[src/rtl/pipe_stage_skid_pkg.sv]
// Shared widths and occupancy encoding for the skid-buffered pipeline stage.
package pipe_stage_skid_pkg;

  localparam int unsigned DEF_DATA_W    = 32;
  localparam int unsigned DEF_CTRL_W    = 16;
  localparam int unsigned DEF_NUM_FLUSH = 2;
  localparam int unsigned OCC_W         = 2;

  typedef enum logic [OCC_W-1:0] {
    EMPTY = 2'd0,
    ONE   = 2'd1,
    FULL  = 2'd2
  } occ_e;

endpackage

[src/rtl/pipe_stage_skid_if.sv]
// Upstream/downstream handshake bundle of one pipeline stage boundary.
interface pipe_stage_skid_if
  import pipe_stage_skid_pkg::*;
#(
  parameter int unsigned DATA_W    = DEF_DATA_W,
  parameter int unsigned CTRL_W    = DEF_CTRL_W,
  parameter int unsigned NUM_FLUSH = DEF_NUM_FLUSH
) ();

  logic                 in_valid;
  logic                 in_ready;
  logic [CTRL_W-1:0]    in_ctrl;
  logic [DATA_W-1:0]    in_data;
  logic [NUM_FLUSH-1:0] flush;
  logic                 out_valid;
  logic                 out_ready;
  logic [CTRL_W-1:0]    out_ctrl;
  logic [DATA_W-1:0]    out_data;
  logic [OCC_W-1:0]     occupancy;

  // Surrounding stages / environment side
  modport master (
    output in_valid, in_ctrl, in_data, flush, out_ready,
    input  in_ready, out_valid, out_ctrl, out_data, occupancy
  );

  // Stage register side
  modport slave (
    input  in_valid, in_ctrl, in_data, flush, out_ready,
    output in_ready, out_valid, out_ctrl, out_data, occupancy
  );

endinterface

[src/rtl/pipe_stage_skid_entry.sv]
// One buffered instruction: valid + control + data with kill/load/drop.
// Control is cleared together with valid, so an empty entry never presents live control.
module pipe_stage_skid_entry #(
  parameter int unsigned DATA_W     = 32,
  parameter int unsigned CTRL_W     = 16,
  parameter bit          CLEAR_DATA = 1'b1
) (
  input  logic              clk,
  input  logic              Reset,
  input  logic              kill,
  input  logic              load,
  input  logic              drop,
  input  logic [CTRL_W-1:0] d_ctrl,
  input  logic [DATA_W-1:0] d_data,
  output logic              valid,
  output logic [CTRL_W-1:0] ctrl,
  output logic [DATA_W-1:0] data
);

  always_ff @(posedge clk) begin
    if (!Reset) begin
      valid <= 1'b0;
      ctrl  <= '0;
      data  <= '0;
    end else if (kill) begin
      valid <= 1'b0;
      ctrl  <= '0;
      if (CLEAR_DATA) data <= '0;
    end else if (load) begin
      valid <= 1'b1;
      ctrl  <= d_ctrl;
      data  <= d_data;
    end else if (drop) begin
      valid <= 1'b0;
      ctrl  <= '0;
    end
  end

endmodule

[src/rtl/pipe_stage_skid.sv]
// Pipeline stage register with a 2-entry skid buffer and multi-source flush.
// Head lives in the main entry; the skid entry absorbs the one extra beat of a stall.
module pipe_stage_skid
  import pipe_stage_skid_pkg::*;
#(
  parameter int unsigned DATA_W     = DEF_DATA_W,
  parameter int unsigned CTRL_W     = DEF_CTRL_W,
  parameter int unsigned NUM_FLUSH  = DEF_NUM_FLUSH,
  parameter bit          CLEAR_DATA = 1'b1
) (
  input  logic              clk,
  input  logic              Reset,
  pipe_stage_skid_if.slave  bus
);

  occ_e                 state_q, state_d;
  logic [NUM_FLUSH-1:0] flush_vec;
  logic                 flush_any, accept, pop;
  logic                 main_valid, skid_valid;
  logic [CTRL_W-1:0]    main_ctrl, skid_ctrl, main_d_ctrl;
  logic [DATA_W-1:0]    main_data, skid_data, main_d_data;
  logic                 main_load, main_from_skid, main_drop, skid_load, skid_drop;

  assign flush_vec = bus.flush;
  assign flush_any = |flush_vec;
  assign accept    = bus.in_valid & ~skid_valid;
  assign pop       = main_valid & bus.out_ready;

  // State register
  always_ff @(posedge clk) begin
    if (!Reset) state_q <= EMPTY;
    else        state_q <= state_d;
  end

  // Next-state logic; flush overrides every transfer
  always_comb begin
    state_d = state_q;
    unique case (state_q)
      EMPTY: if (accept) state_d = ONE;
      ONE: begin
        if (accept && !pop)      state_d = FULL;
        else if (!accept && pop) state_d = EMPTY;
      end
      FULL:    if (pop) state_d = ONE;
      default: state_d = EMPTY;
    endcase
    if (flush_any) state_d = EMPTY;
  end

  // Entry control decode
  always_comb begin
    main_load      = 1'b0;
    main_from_skid = 1'b0;
    main_drop      = 1'b0;
    skid_load      = 1'b0;
    skid_drop      = 1'b0;
    unique case (state_q)
      EMPTY: main_load = accept;
      ONE: begin
        main_load = accept & pop;
        main_drop = pop & ~accept;
        skid_load = accept & ~pop;
      end
      FULL: begin
        main_load      = pop;
        main_from_skid = pop;
        skid_drop      = pop;
      end
      default: ;
    endcase
  end

  assign main_d_ctrl = main_from_skid ? skid_ctrl : bus.in_ctrl;
  assign main_d_data = main_from_skid ? skid_data : bus.in_data;

  pipe_stage_skid_entry #(
    .DATA_W(DATA_W), .CTRL_W(CTRL_W), .CLEAR_DATA(CLEAR_DATA)
  ) u_main (
    .clk(clk), .Reset(Reset), .kill(flush_any), .load(main_load), .drop(main_drop),
    .d_ctrl(main_d_ctrl), .d_data(main_d_data),
    .valid(main_valid), .ctrl(main_ctrl), .data(main_data)
  );

  pipe_stage_skid_entry #(
    .DATA_W(DATA_W), .CTRL_W(CTRL_W), .CLEAR_DATA(CLEAR_DATA)
  ) u_skid (
    .clk(clk), .Reset(Reset), .kill(flush_any), .load(skid_load), .drop(skid_drop),
    .d_ctrl(bus.in_ctrl), .d_data(bus.in_data),
    .valid(skid_valid), .ctrl(skid_ctrl), .data(skid_data)
  );

  assign bus.in_ready  = ~skid_valid;
  assign bus.out_valid = main_valid;
  assign bus.out_ctrl  = main_ctrl;
  assign bus.out_data  = main_data;
  assign bus.occupancy = state_q;

endmodule

[src/flat_wrapper.sv]
// flat-port wrapper written by rule: the top's interface ports become plain ports
module pipe_stage_skid_flat import pipe_stage_skid_pkg::*;
#(
  parameter int unsigned DATA_W     = DEF_DATA_W,
  parameter int unsigned CTRL_W     = DEF_CTRL_W,
  parameter int unsigned NUM_FLUSH  = DEF_NUM_FLUSH,
  parameter bit          CLEAR_DATA = 1'b1
)
  (clk, Reset, bus_in_valid, bus_in_ctrl, bus_in_data, bus_flush, bus_out_ready, bus_in_ready, bus_out_valid, bus_out_ctrl, bus_out_data, bus_occupancy);
  pipe_stage_skid_if #(.DATA_W(DATA_W), .CTRL_W(CTRL_W), .NUM_FLUSH(NUM_FLUSH)) bus_i ();
  input  logic clk;
  input  logic Reset;
  input wire logic [$bits(bus_i.in_valid)-1:0] bus_in_valid;
  input wire logic [$bits(bus_i.in_ctrl)-1:0] bus_in_ctrl;
  input wire logic [$bits(bus_i.in_data)-1:0] bus_in_data;
  input wire logic [$bits(bus_i.flush)-1:0] bus_flush;
  input wire logic [$bits(bus_i.out_ready)-1:0] bus_out_ready;
  output wire logic [$bits(bus_i.in_ready)-1:0] bus_in_ready;
  output wire logic [$bits(bus_i.out_valid)-1:0] bus_out_valid;
  output wire logic [$bits(bus_i.out_ctrl)-1:0] bus_out_ctrl;
  output wire logic [$bits(bus_i.out_data)-1:0] bus_out_data;
  output wire logic [$bits(bus_i.occupancy)-1:0] bus_occupancy;
  assign bus_i.in_valid = bus_in_valid;
  assign bus_i.in_ctrl = bus_in_ctrl;
  assign bus_i.in_data = bus_in_data;
  assign bus_i.flush = bus_flush;
  assign bus_i.out_ready = bus_out_ready;
  assign bus_in_ready = bus_i.in_ready;
  assign bus_out_valid = bus_i.out_valid;
  assign bus_out_ctrl = bus_i.out_ctrl;
  assign bus_out_data = bus_i.out_data;
  assign bus_occupancy = bus_i.occupancy;
  pipe_stage_skid #(.DATA_W(DATA_W), .CTRL_W(CTRL_W), .NUM_FLUSH(NUM_FLUSH), .CLEAR_DATA(CLEAR_DATA)) u_core (.clk(clk), .Reset(Reset), .bus(bus_i));
endmodule
[config.mk]
export PLATFORM = sky130hd
export DESIGN_NAME = pipe_stage_skid_flat
export DESIGN_NICKNAME = d
export VERILOG_FILES = /design/src/rtl/pipe_stage_skid_pkg.sv /design/src/rtl/pipe_stage_skid_if.sv /design/src/rtl/pipe_stage_skid_entry.sv /design/src/rtl/pipe_stage_skid.sv /design/src/flat_wrapper.sv
export SDC_FILE = /design/constraint.sdc
export NUM_CORES = 1
export LEC_CHECK = 0
export BUFFER_PORTS_ARGS = -buffer_cell sky130_fd_sc_hd__buf_2
export CORE_UTILIZATION = 58
export CTS_BUF_LIST = sky130_fd_sc_hd__clkbuf_16
export DETAILED_ROUTE_END_ITERATION = 6
export PLACE_DENSITY_LB_ADDON = 0.25
export RECOVER_POWER = 50
export SYNTH_ARGS = -nofsm -noshare
export SYNTH_HDL_FRONTEND = slang
export SYNTH_HIERARCHICAL = 1
export SYNTH_SLANG_ARGS = --single-unit
[constraint.sdc]
create_clock -name clk -period 5.4 [get_ports clk]
set_clock_uncertainty 0.15 [all_clocks]
set_input_delay 0.81 -clock clk [delete_from_list [all_inputs] [get_ports clk]]
set_output_delay 0.81 -clock clk [all_outputs]
set_load 0.02 [all_outputs]
Word level (Yosys, flattened, before mapping)
Index checks and enable logic that the tools add are counted.
{"block": "classes", "reduce_logical": 9, "mux": 19, "n_bitwise": 9, "n_eq_ne": 5}
{"op": "$mux W16", "count": 5}
{"op": "$mux W32", "count": 1}
{"op": "$mux W2", "count": 4}
{"op": "$mux W1", "count": 7}
{"op": "$pmux W2 S3", "count": 1}
{"op": "$and A1 B1 Y1", "count": 5}
{"op": "$ne A2 B1 Y1 const B", "count": 2}
{"op": "$not A1 Y1", "count": 4}
{"op": "$reduce_bool A2 Y1", "count": 2}
{"op": "$ne A3 B1 Y1 const B", "count": 1}
{"op": "$pmux W1 S3", "count": 1}
{"op": "$reduce_and A3 Y1", "count": 1}
{"op": "$reduce_or A3 Y1", "count": 1}
{"op": "$eq A2 B1 Y1 const B", "count": 1}
{"op": "$eq A2 B2 Y1 const B", "count": 1}
{"op": "$logic_and A1 B1 Y1", "count": 2}
{"op": "$logic_not A1 Y1", "count": 2}
{"op": "$logic_not A2 Y1", "count": 1}
{"block": "word_totals", "reg_bits": 100, "word_cells": 49, "inputBits": 54}

Longest topological paths before layout
Gate-level depths: netlist of run 1.
{"block": "depth", "word_depth": 7, "depth_mapped": 10, "ltp_nobuf": 5}

By module
The synthesis of run 1 kept the hierarchy.
{"module": "pipe_stage_skid_entry", "seq_area_each_um2": 980.9, "cells_per_inst": 178, "n_inst": 2, "area_per_inst_um2": 1844.3}
{"module": "pipe_stage_skid", "seq_area_each_um2": 40.0, "cells_per_inst": 77, "n_inst": 1, "area_per_inst_um2": 994.7}

Worst setup path before layout of run 1
Ideal clock, no wire load.
{"block": "synth_timing", "path_type": "input to register", "startpoint": "input port bus_out_ready", "endpoint": "register u_core.u_main.data[10]", "stages": 9, "setup_time_ns": 0.128, "t_arrival_ns": 2.103, "path_slack_ns": 3.019, "path_cell_list": "nand2_1 > or2_1 > buf_6 > buf_12 > nand2_1 > buf_2 > buf_4 > mux2i_1 > nor2_1"}
{"block": "synth_via", "elab_chain_len": 3, "elab_cells_between_ends": 5}
{"item": "from (decl)", "line": "flat_wrapper.sv:17", "text": "input wire logic [$bits(bus_i.out_ready)-1:0] bus_out_ready;"}
{"item": "$and A1 B1 Y1 (*)", "line": "pipe_stage_skid.sv:27", "text": "assign pop = main_valid & bus.out_ready;"}
{"item": "$and A1 B1 Y1", "line": "pipe_stage_skid.sv:60", "text": "main_load = accept & pop;"}
{"item": "$pmux W1 S3 (*)", "line": "pipe_stage_skid.sv:57", "text": "unique case (state_q)"}
{"item": "named net u_core.main_load", "line": "pipe_stage_skid.sv:22", "text": "logic main_load, main_from_skid, main_drop, skid_load, skid_drop;"}
{"item": "to (signal assigned)", "line": "pipe_stage_skid_entry.sv:32", "text": "data <= d_data;"}
{"item": "to (decl)", "line": "pipe_stage_skid_entry.sv:17", "text": "output logic [DATA_W-1:0] data"}
Mark *: on every way through the listed nets, which the timed path passes. The rest lies on a longest branch.
A chain may end at the register's enable or synchronous reset.

Worst setup path in the final report of run 1
{"block": "layout_timing", "startpoint": "input port bus_out_ready", "endpoint": "register u_core.u_skid.ctrl[2]"}
{"block": "layout_via", "elab_cells_between_ends": 7}
{"item": "$and A1 B1 Y1", "line": "pipe_stage_skid.sv:27"}
{"item": "$mux W1"}
{"item": "named net u_core.main_from_skid", "line": "pipe_stage_skid.sv:22"}
{"item": "$reduce_bool A2 Y1 (no line)"}
{"item": "to (signal assigned)", "line": "pipe_stage_skid_entry.sv:31", "text": "ctrl <= d_ctrl;"}
{"item": "to (decl)", "line": "pipe_stage_skid_entry.sv:16", "text": "output logic [CTRL_W-1:0] ctrl,"}
The timed path passes the listed nets, and every way through them passes these cells.

==> impl_metrics.env, run 1 <==
export IMPL_ys_seq_area_share_pct=42.7
export IMPL_layout_drive_gt1_share_pct=28.1
export IMPL_root_buffer="clkbuf_16"
export IMPL_finalInstanceArea_um2=5320
export IMPL_period_minus_slack_ns=2.93
export IMPL_n_antenna_cell=0
export IMPL_max_slew_worst_pin_slew_ns=2.12
export IMPL_yosys_top_cells_area="dfxtp_1, mux2_4, mux2i_1"
export IMPL_cts_tree="done"
export IMPL_synthToLayoutAreaGrowth_pct=13.5
export IMPL_ios=106
export IMPL_pre_cts_ws_ns=2.11
export IMPL_netlist_instances=433
export IMPL_final_common_cell="dfxtp_1"
export IMPL_setup_violations=0
export IMPL_synth_seq_cells=100
export IMPL_die_h_um=91.9
export IMPL_yosys_warnings=6
export IMPL_vias=3308
export IMPL_max_stage_delay_ns=0.70
export IMPL_cts_made_buffers=9
export IMPL_path_cells="buf_2 -> nand2_1 -> or2_4 -> buf_4 -> inv_1 -> or3b_1 -> a21oi_2"
export IMPL_post_dp_cell_area_um2=5110
export IMPL_synth_cell_type_count=28
export IMPL_cts_sinks=100
export IMPL_hold_depth=2
export IMPL_maxSlewHeadroom_pct=-41.2
export IMPL_dr_pass1_iters=4
export IMPL_cts_setup_buffers=0
export IMPL_synth_net_count=487
export IMPL_crit_family="buffers and inverters"
export IMPL_crit_slowest_cell="buf_4"
export IMPL_hpwl_um=5700
export IMPL_io_buffer_count=105
export IMPL_cp_depth=7
export IMPL_cap_violations=1
export IMPL_nNetsFinal=576
export IMPL_hold_buffers=0
export IMPL_pwr_density_cell_nw_per_um2=277
export IMPL_rsz0062_at_grt="false"
export IMPL_timing_final_crit_share_pct=54.3
export IMPL_start_kind="input pin"
export IMPL_drc_errors=0
export IMPL_placed_cells=613
export IMPL_setup_worst_path_end_class="flip-flop"
export IMPL_crit_required_ns=5.49
export IMPL_status="finished with violations"
export IMPL_fin_cells=629
export IMPL_layout_setup_ws_ns=2.47
export IMPL_synth_area_per_cell_um2=10.8
export IMPL_worstPathMaxFanout=49
export IMPL_initial_core_util_pct=60.3
export IMPL_clkSlewWorstSetupHoldPaths_ns=0.07
export IMPL_slew_viol_final=50
export IMPL_antenna_left=0
export IMPL_gp_congestion=0.713
export IMPL_fmax_ghz=0.341
export IMPL_std_cell_rows=32
export IMPL_insertion_delay_ns=0.33
export IMPL_reg2reg_depth=6
export IMPL_failed_checks="max-capacitance violations, max-slew violations"
export IMPL_worstPathArrival_ns=3.02
export IMPL_synth_largest_area_cell="dfxtp_1"
export IMPL_grt_overflow_total=0
export IMPL_final_cell_mix="dfxtp_1, nor2_1, mux2i_1"
export IMPL_worstSetupPathType="in -> reg"
export IMPL_grt_max_degree=50
export IMPL_min_path_type="reg -> reg"
export IMPL_finalSetupTns_ns=0
export IMPL_die_width_um=91.9
export IMPL_syn_area_um2=4680
export IMPL_htreeDepth=3
export IMPL_design_die_area_um2=8440
export IMPL_cts_resized=0
export IMPL_antenna_found_initial=0
export IMPL_cp_num_buf_inv=3
export IMPL_ir_drop_mv=0.185
export IMPL_drt_initial_drc_count=117
export IMPL_cellLeakagePower_nw=2.13
export IMPL_finalHoldViolations=0
export IMPL_wl_per_cell_um=14.0
export IMPL_synth_top_area_share_pct=42.7
export IMPL_grt_pass1_wl_um=14400
export IMPL_clk_path_buf_depth=2
export IMPL_grt_total_usage_pct=21.4
export IMPL_finalWirelength_um=8810
export IMPL_core_region_area_um2=7770
export IMPL_vias_per_cell=5.26
export IMPL_grt_pass1_vias=3062
==> flip-flops by register name (all words and copies together), names as in the netlist <==
name,cells
u_core/u_skid/ctrl,16
u_core/bus.occupancy,2
u_core/u_main/valid,1
u_core/u_main/ctrl,16
u_core/u_skid/valid,1
u_core/u_skid/data,32
u_core/u_main/data,32
==> report_power, final <==
| part | internal [mW] | switching, mW | total, mW |
|---|---|---|---|
| clock network | 0.313 | 0.280 | 0.594 |
| logic | 0.0631 | 0.0660 | 0.129 |
| registers | 0.745 | 0.00460 | 0.750 |
| total | 1.12 | 0.351 | 1.47 |
==> final cells by class <==
| class | instances | area [um^2] |
|---|---|---|
| Inverter | 5 | 18.8 |
| Timing Repair Buffer | 110 | 498 |
| Tap cell | 102 | 128 |
| Sequential cell | 100 | 2000 |
| Clock buffer | 9 | 225 |
| Fill cell | 666 | 2450 |
| Multi-Input combinational cell | 296 | 2390 |
| Clock inverter | 7 | 51.3 |
==> cells in the mapped netlist <==
cell and number:
a21oi_2 18, nor2b_1 1, or2b_1 1, mux2i_1 64, clkbuf_1 4, inv_2 2, mux2_4 48, nand2b_2 2
buf_12 5, buf_4 8, and3b_1 1, buf_6 5, dfxtp_1 100, buf_2 10, o21ai_0 2, inv_1 3
or3b_1 32, nand3_1 1, a211o_2 1, nor3_1 1, nor4bb_1 1, nand2_1 35, a21oi_1 16, nor2_1 65
nor3b_1 1, a211oi_1 1, nand2b_1 4, or2_1 1
==> cells by family (layout without fill, tap and decap cells) <==
kind of cell    Yosys count  after routing  share of synthesized area, %
mux                     112            112                          29.1
flops                   100            100                          42.7
compound gates           38             38                          5.66
buf+inv                  37            131                          6.41
simple gates            146            146                          16.1
==> through the flow <==
stage	power (mW)	util, %	hold slack (ns)
5_1_grt	1.52	68.4	0.365
4_1_cts	1.49	69.3	0.347
6_report	1.47	68.4	0.342
3_3_place_gp	0.896	65.8	0.318
3_5_place_dp	0.898	65.8	0.330
2_1_floorplan	0.858	-	0.311
==> worst reg2reg max path, cell delays in order (launching register included) <==
cell and delay (ns):
dfxtp_1 0.36, nand2_1 0.21, or2_4 0.17, buf_4 0.70
inv_1 0.44, or3b_1 0.48, a21oi_2 0.14
==> path summary, 6_finish.rpt <==
check	slack, ns	endpoint	startpoint
worst max register to register	2.65	u_core/u_skid/ctrl[2]	u_core/u_main/valid
worst min register to register	0.34	u_core/u_main/data[24]	u_core/u_main/data[24]
worst max-delay path	2.47	u_core/u_skid/ctrl[2]	bus_out_ready
worst min-delay path	0.34	u_core/u_main/data[24]	u_core/u_main/data[24]
==> per-layer routing <==
metal  vias up  wire length, um  GRT usage (%)
met3        15              370           3.73
met2        84             4110           35.3
met1      1552             4170           27.6
li1       1657                -              -
met4         0              165           8.72
met5         -                0              0
(Power assumes the default switching activity.)
==> inputs of run 2 (changes only) <==
- CORE_UTILIZATION: 58 -> 49
- clock period: 5.4 -> 2.65 ns (I/O delays scaled with it)
==> run 2 against run 1 <==
The run now ends clean. Sequential share of layout area down 0.40 points. Largest power group unchanged. Clock power is 99% higher. Core utilization shrank 10 points. Power up 100%.
==> impl_metrics.env, run 2 (synthesis results as in run 1) <==
export IMPL_grt_max_degree=50
export IMPL_drc_errors=0
export IMPL_insertion_delay_ns=0.33
export IMPL_n_antenna_cell=0
export IMPL_wl_met2_um=4430
export IMPL_vias_per_cell=4.95
export IMPL_synthToLayoutAreaGrowth_pct=14.7
export IMPL_final_cell_mix="dfxtp_1, nor2_1, mux2i_1"
export IMPL_power_frac_seq_pct=51.3
export IMPL_maxSlewHeadroom_pct=40.0
export IMPL_drt_initial_drc_count=128
export IMPL_crit_required_ns=2.71
export IMPL_reg_top3="u_core/u_main/data: 32 flops, u_core/u_skid/data: 32 flops"
export IMPL_grt_pass1_vias=3172
export IMPL_fmax_ghz=0.428
export IMPL_rr_endpoint="u_core/u_skid/data[22]"
export IMPL_grt_pass1_wl_um=14900
export IMPL_hpwl_um=6210
export IMPL_wl_met3_um=477
export IMPL_clk_path_buf_depth=2
export IMPL_grt_total_usage_pct=19.1
export IMPL_path_cells="or2b_1 -> nor3b_1 -> clkbuf_2 -> mux2i_1 -> nor2_1"
export IMPL_p_clk_share_pct=39.7
export IMPL_hold_buffers=0
export IMPL_finalHoldViolations=0
export IMPL_antenna_found_initial=0
export IMPL_multi_input_area_um2=2360
export IMPL_internal_power_mw=2.28
export IMPL_status="finished clean"
export IMPL_cts_made_buffers=9
export IMPL_fill_cells=845
export IMPL_htreeDepth=3
export IMPL_timing_final_crit_share_pct=88.2
export IMPL_reg2reg_depth=5
export IMPL_dr_pass1_iters=4
export IMPL_std_cell_rows=35
export IMPL_cp_num_buf_inv=1
export IMPL_worstHoldEndpoint="u_core/u_skid/data[25]"
export IMPL_core_region_area_um2=9240
export IMPL_worstSetupPathType="reg -> reg"
export IMPL_hold_path_startpoint="bus_in_data[25]"
export IMPL_setup_violations=0
export IMPL_gp_congestion=0.711
export IMPL_wl_per_cell_um=13.9
export IMPL_period_minus_slack_ns=2.34
export IMPL_pwr_density_cell_nw_per_um2=554
export IMPL_crit_family="buffers and inverters"
export IMPL_setup_worst_path_end_class="flip-flop"
export IMPL_clkSlewWorstSetupHoldPaths_ns=0.07
export IMPL_initial_core_util_pct=50.7
export IMPL_finalSetupTns_ns=0
export IMPL_root_buffer="clkbuf_16"
export IMPL_cts_tree="done"
export IMPL_p_comb_share_pct=9.0
export IMPL_worstPathMaxFanout=26
export IMPL_cap_violations=0
export IMPL_ios=106
export IMPL_wl_met1_um=4200
export IMPL_max_stage_delay_ns=0.75
export IMPL_cts_resized=0
export IMPL_layout_drive_gt1_share_pct=27.0
export IMPL_finalWirelength_um=9200
export IMPL_min_path_type="in -> reg"
export IMPL_antenna_left=0
export IMPL_max_slew_worst_pin_slew_ns=0.901
export IMPL_design_die_area_um2=9950
export IMPL_vias=3275
export IMPL_die_h_um=99.8
export IMPL_top_layer_used="met4"
export IMPL_io_buffer_count=105
export IMPL_cellLeakagePower_nw=2.12
export IMPL_die_width_um=99.8
export IMPL_swShare_pct=23.4
export IMPL_cts_sinks=100
export IMPL_power_switching_uw=695
export IMPL_worstPathArrival_ns=2.39
export IMPL_regToRegSetupSlack_ns=0.31
export IMPL_final_common_cell="dfxtp_1"
export IMPL_r2r_start="u_core/bus.occupancy[0]"
export IMPL_grt_overflow_total=0
export IMPL_cts_setup_buffers=0
export IMPL_ir_drop_mv=0.334
export IMPL_slew_viol_final=0
export IMPL_rsz0062_at_grt="false"
export IMPL_crit_slowest_cell="clkbuf_2"
export IMPL_p_total_mw=2.98
export IMPL_regArea_um2=2000
export IMPL_hold_depth=3
export IMPL_nNetsFinal=582
export IMPL_start_kind="flip-flop"
export IMPL_setup_worst_path_start="u_core/bus.occupancy[0]"
## run 2: changes by cell type in the layout (fill, tap and decap cells not counted), sizes merged
cell	previous run	this run
buf	58	62
clkbuf	61	63
clkinv	2	6
clkinvlp	4	1
inv	6	5
## run 2: stage by stage
step	utilization, %	area, um^2	instances	setup WS [ns]	hold slack [ns]
finish	58.2	5370	662	0.313	0.167
global route	58.2	5370	662	0.144	0.175
CTS	59.4	5490	662	0.406	0.162
detailed placement	56.5	5220	646	0.246	0.328
global placement	56.5	5220	646	0.311	0.318
floorplan	-	4680	433	0.556	0.311
## run 2: final cells by class
cell class | count | share of cell area (%)
clock buffers | 9 | 4.19
well taps | 129 | 3.00
repair buffers | 116 | 10.5
clock inverters | 7 | 0.815
flip-flops and latches | 100 | 37.3
inverters | 5 | 0.349
multi-input cells | 296 | 43.9
## run 2: worst max path at each step
stage | to | slack, ns | cells past startpoint
after floorplan | u_core/u_main/data[10] | 0.56 | 9
after global placement | u_core/u_skid/ctrl[5] | 0.31 | 7
after detailed placement | u_core/u_skid/ctrl[14] | 0.25 | 7
after CTS | u_core/u_skid/ctrl[14] | 0.41 | 6
after global routing | u_core/u_skid/data[8] | 0.14 | 5
final | u_core/u_skid/data[22] | 0.31 | 5
## run 2: power by group through the flow
stage | Clock [mW] | Combinational [mW] | Sequential, mW
after floorplan | 0 | 0.170 | 1.58
after global routing | 1.28 | 0.292 | 1.53
after detailed placement | 0 | 0.281 | 1.56
after global placement | 0 | 0.275 | 1.56
final | 1.18 | 0.267 | 1.53
after CTS | 1.21 | 0.282 | 1.53
## run 2: layer usage
metal  GRT usage, %  vias up
met3           4.57        7
met5              0        -
met1           23.5     1531
met2           32.6       67
li1               -     1670
met4           6.45        0
## run 2: worst min-delay path: cells and delay by family
| family | cells | cell delay (ns) |
|---|---|---|
| buffers and inverters | 1 | 0.09 |
| multiplexers | 1 | 0.06 |
| AND/OR/NAND/NOR | 1 | 0.07 |
==> inputs of run 3 (changes only) <==
- RECOVER_POWER: 50 -> not set
==> run 3 against run 2 <==
Design area is 2.2% higher. Clock power hardly changed. Sequential cell count stayed put. Critical path type unchanged. Via count is 0.49% higher. Clock-buffer cell count stayed put. Worst hold slack worse by 0.0015 ns. Die area stayed put. Core utilization is 1.3 points higher. Register-to-register slack better by 0.09 ns. Sequential share of layout area is 0.79 points lower. Critical endpoint is now u_core/u_skid/ctrl[14]. First-iteration DRC count is 10% higher.
==> impl_metrics.env, run 3 (synthesis results as in run 1) <==
export IMPL_ir_drop_mv=0.334
export IMPL_cp_num_buf_inv=2
export IMPL_vias=3291
export IMPL_grt_pass1_wl_um=14900
export IMPL_cts_setup_buffers=0
export IMPL_path_cells="nand2_1 -> or2_4 -> buf_12 -> inv_1 -> or3b_1 -> a21oi_1"
export IMPL_cp_depth=6
export IMPL_gp_congestion=0.711
export IMPL_worstPathArrival_ns=2.35
export IMPL_nNetsFinal=582
export IMPL_insertion_delay_ns=0.33
export IMPL_die_width_um=99.8
export IMPL_pwr_density_cell_nw_per_um2=544
export IMPL_hpwl_um=6210
export IMPL_cts_resized=0
export IMPL_cap_violations=0
export IMPL_crit_slowest_cell="or3b_1"
export IMPL_start_kind="flip-flop"
export IMPL_rsz0062_at_grt="false"
export IMPL_clkSlewWorstSetupHoldPaths_ns=0.07
export IMPL_setup_worst_path_end_class="flip-flop"
export IMPL_hold_buffers=0
export IMPL_htreeDepth=3
export IMPL_layout_drive_gt1_share_pct=39.0
export IMPL_fin_util_pct=59.4
export IMPL_cts_made_buffers=9
export IMPL_grt_pass1_vias=3172
export IMPL_max_stage_delay_ns=0.43
export IMPL_final_common_cell="buf_2"
export IMPL_design_die_area_um2=9950
export IMPL_timing_final_crit_share_pct=84.6
export IMPL_grt_overflow_total=0
export IMPL_period_minus_slack_ns=2.24
export IMPL_crit_required_ns=2.76
export IMPL_reg_top3="u_core/u_main/data: 32 flops, u_core/u_skid/data: 32 flops"
export IMPL_worstSetupPathType="reg -> reg"
export IMPL_root_buffer="clkbuf_16"
export IMPL_antenna_left=0
export IMPL_r2r_start="u_core/u_main/valid"
export IMPL_cp_endpoint="u_core/u_skid/ctrl[14]"
export IMPL_finalWirelength_um=9160
export IMPL_min_path_type="in -> reg"
export IMPL_maxSlewHeadroom_pct=62.3
export IMPL_core_region_area_um2=9240
export IMPL_initial_core_util_pct=50.7
export IMPL_finalSetupTns_ns=0
export IMPL_antenna_found_initial=0
export IMPL_max_slew_worst_pin_slew_ns=0.565
export IMPL_drc_errors=0
export IMPL_cts_sinks=100
export IMPL_final_cell_mix="buf_2, dfxtp_1, nor2_1"
export IMPL_clk_path_buf_depth=2
export IMPL_ios=106
export IMPL_setup_worst_path_start="u_core/u_main/valid"
export IMPL_fmax_ghz=0.446
export IMPL_vias_per_cell=4.97
export IMPL_n_antenna_cell=0
export IMPL_finalHoldViolations=0
export IMPL_rr_endpoint="u_core/u_skid/ctrl[14]"
export IMPL_drt_initial_drc_count=141
export IMPL_grt_max_degree=50
export IMPL_regToRegSetupSlack_ns=0.41
export IMPL_dr_pass1_iters=4
export IMPL_worstPathMaxFanout=49
export IMPL_cts_tree="done"
export IMPL_synthToLayoutAreaGrowth_pct=17.2
export IMPL_grt_total_usage_pct=19.1
export IMPL_setup_violations=0
export IMPL_io_buffer_count=105
export IMPL_crit_family="simple AND/OR/NAND/NOR gates"
export IMPL_die_h_um=99.8
export IMPL_reg2reg_depth=6
export IMPL_fill_cells=809
export IMPL_wl_per_cell_um=13.8
export IMPL_slew_viol_final=0
export IMPL_std_cell_rows=35
export IMPL_status="finished clean"
export IMPL_cellLeakagePower_nw=2.41
==> run 3: cell count changes in the layout (fill, tap and decap cells not counted) <==
cell	change
mux2_4	+11
nor3b_1	-1
mux2_1	-11
nor3b_2	+1
buf_2	+52
clkbuf_1	-52
buf_4	+2
clkbuf_2	-2
==> run 3: per-stage QoR <==
step                      power (mW)  hold WS (ns)  std cells  area, um^2  worst slack, ns
after floorplan                 1.75         0.311        433        4680            0.556
after global placement          1.84         0.318        646        5220            0.311
final                           2.99         0.165        662        5490            0.408
after detailed placement        1.84         0.328        646        5220            0.246
after global routing            3.11         0.178        662        5490            0.263
after CTS                       3.02         0.162        662        5490            0.406
==> run 3: how the worst min path moves through the flow <==
stage                            from                endpoint  slack [ns]  cells past startpoint
4_1_cts                bus_in_data[3]   u_core/u_skid/data[3]        0.16                      3
6_report              bus_in_data[25]  u_core/u_skid/data[25]        0.17                      3
2_1_floorplan   u_core/u_skid/data[0]   u_core/u_skid/data[0]        0.31                      2
3_5_place_dp   u_core/u_main/data[31]  u_core/u_main/data[31]        0.33                      2
5_1_grt               bus_in_data[21]  u_core/u_skid/data[21]        0.18                      3
3_3_place_gp      u_core/u_main/valid     u_core/u_main/valid        0.32                      2
==> run 3: final cells by class <==
| class | count | area, um^2 | area share [%] |
|---|---|---|---|
| Multi-Input combinational cell | 296 | 2410 | 43.8 |
| Sequential cell | 100 | 2000 | 36.5 |
| Timing Repair Buffer | 116 | 633 | 11.5 |
| Clock buffer | 9 | 225 | 4.10 |
| Tap cell | 129 | 161 | 2.94 |
| Clock inverter | 7 | 43.8 | 0.798 |
| Inverter | 5 | 18.8 | 0.342 |
==> run 3: worst register-to-register path: stages, from the launching register on <==
cell and delay [ns]:
dfxtp_1 0.33, nand2_1 0.24, or2_4 0.21, buf_12 0.34, inv_1 0.31, or3b_1 0.43
a21oi_1 0.15
==> run 3: where the power goes <==
group	switching, mW	internal [mW]	total (mW)
clock	0.553	0.632	1.18
combinational	0.137	0.141	0.278
sequential	0.00840	1.52	1.53
==> run 3: metal layers <==
metal | vias to the layer above | GRT usage (%) | wire, um
met5 | - | 0 | 0
met2 | 67 | 32.6 | 4450
li1 | 1670 | - | -
met3 | 6 | 4.57 | 474
met4 | 0 | 6.45 | 88
met1 | 1548 | 23.5 | 4150
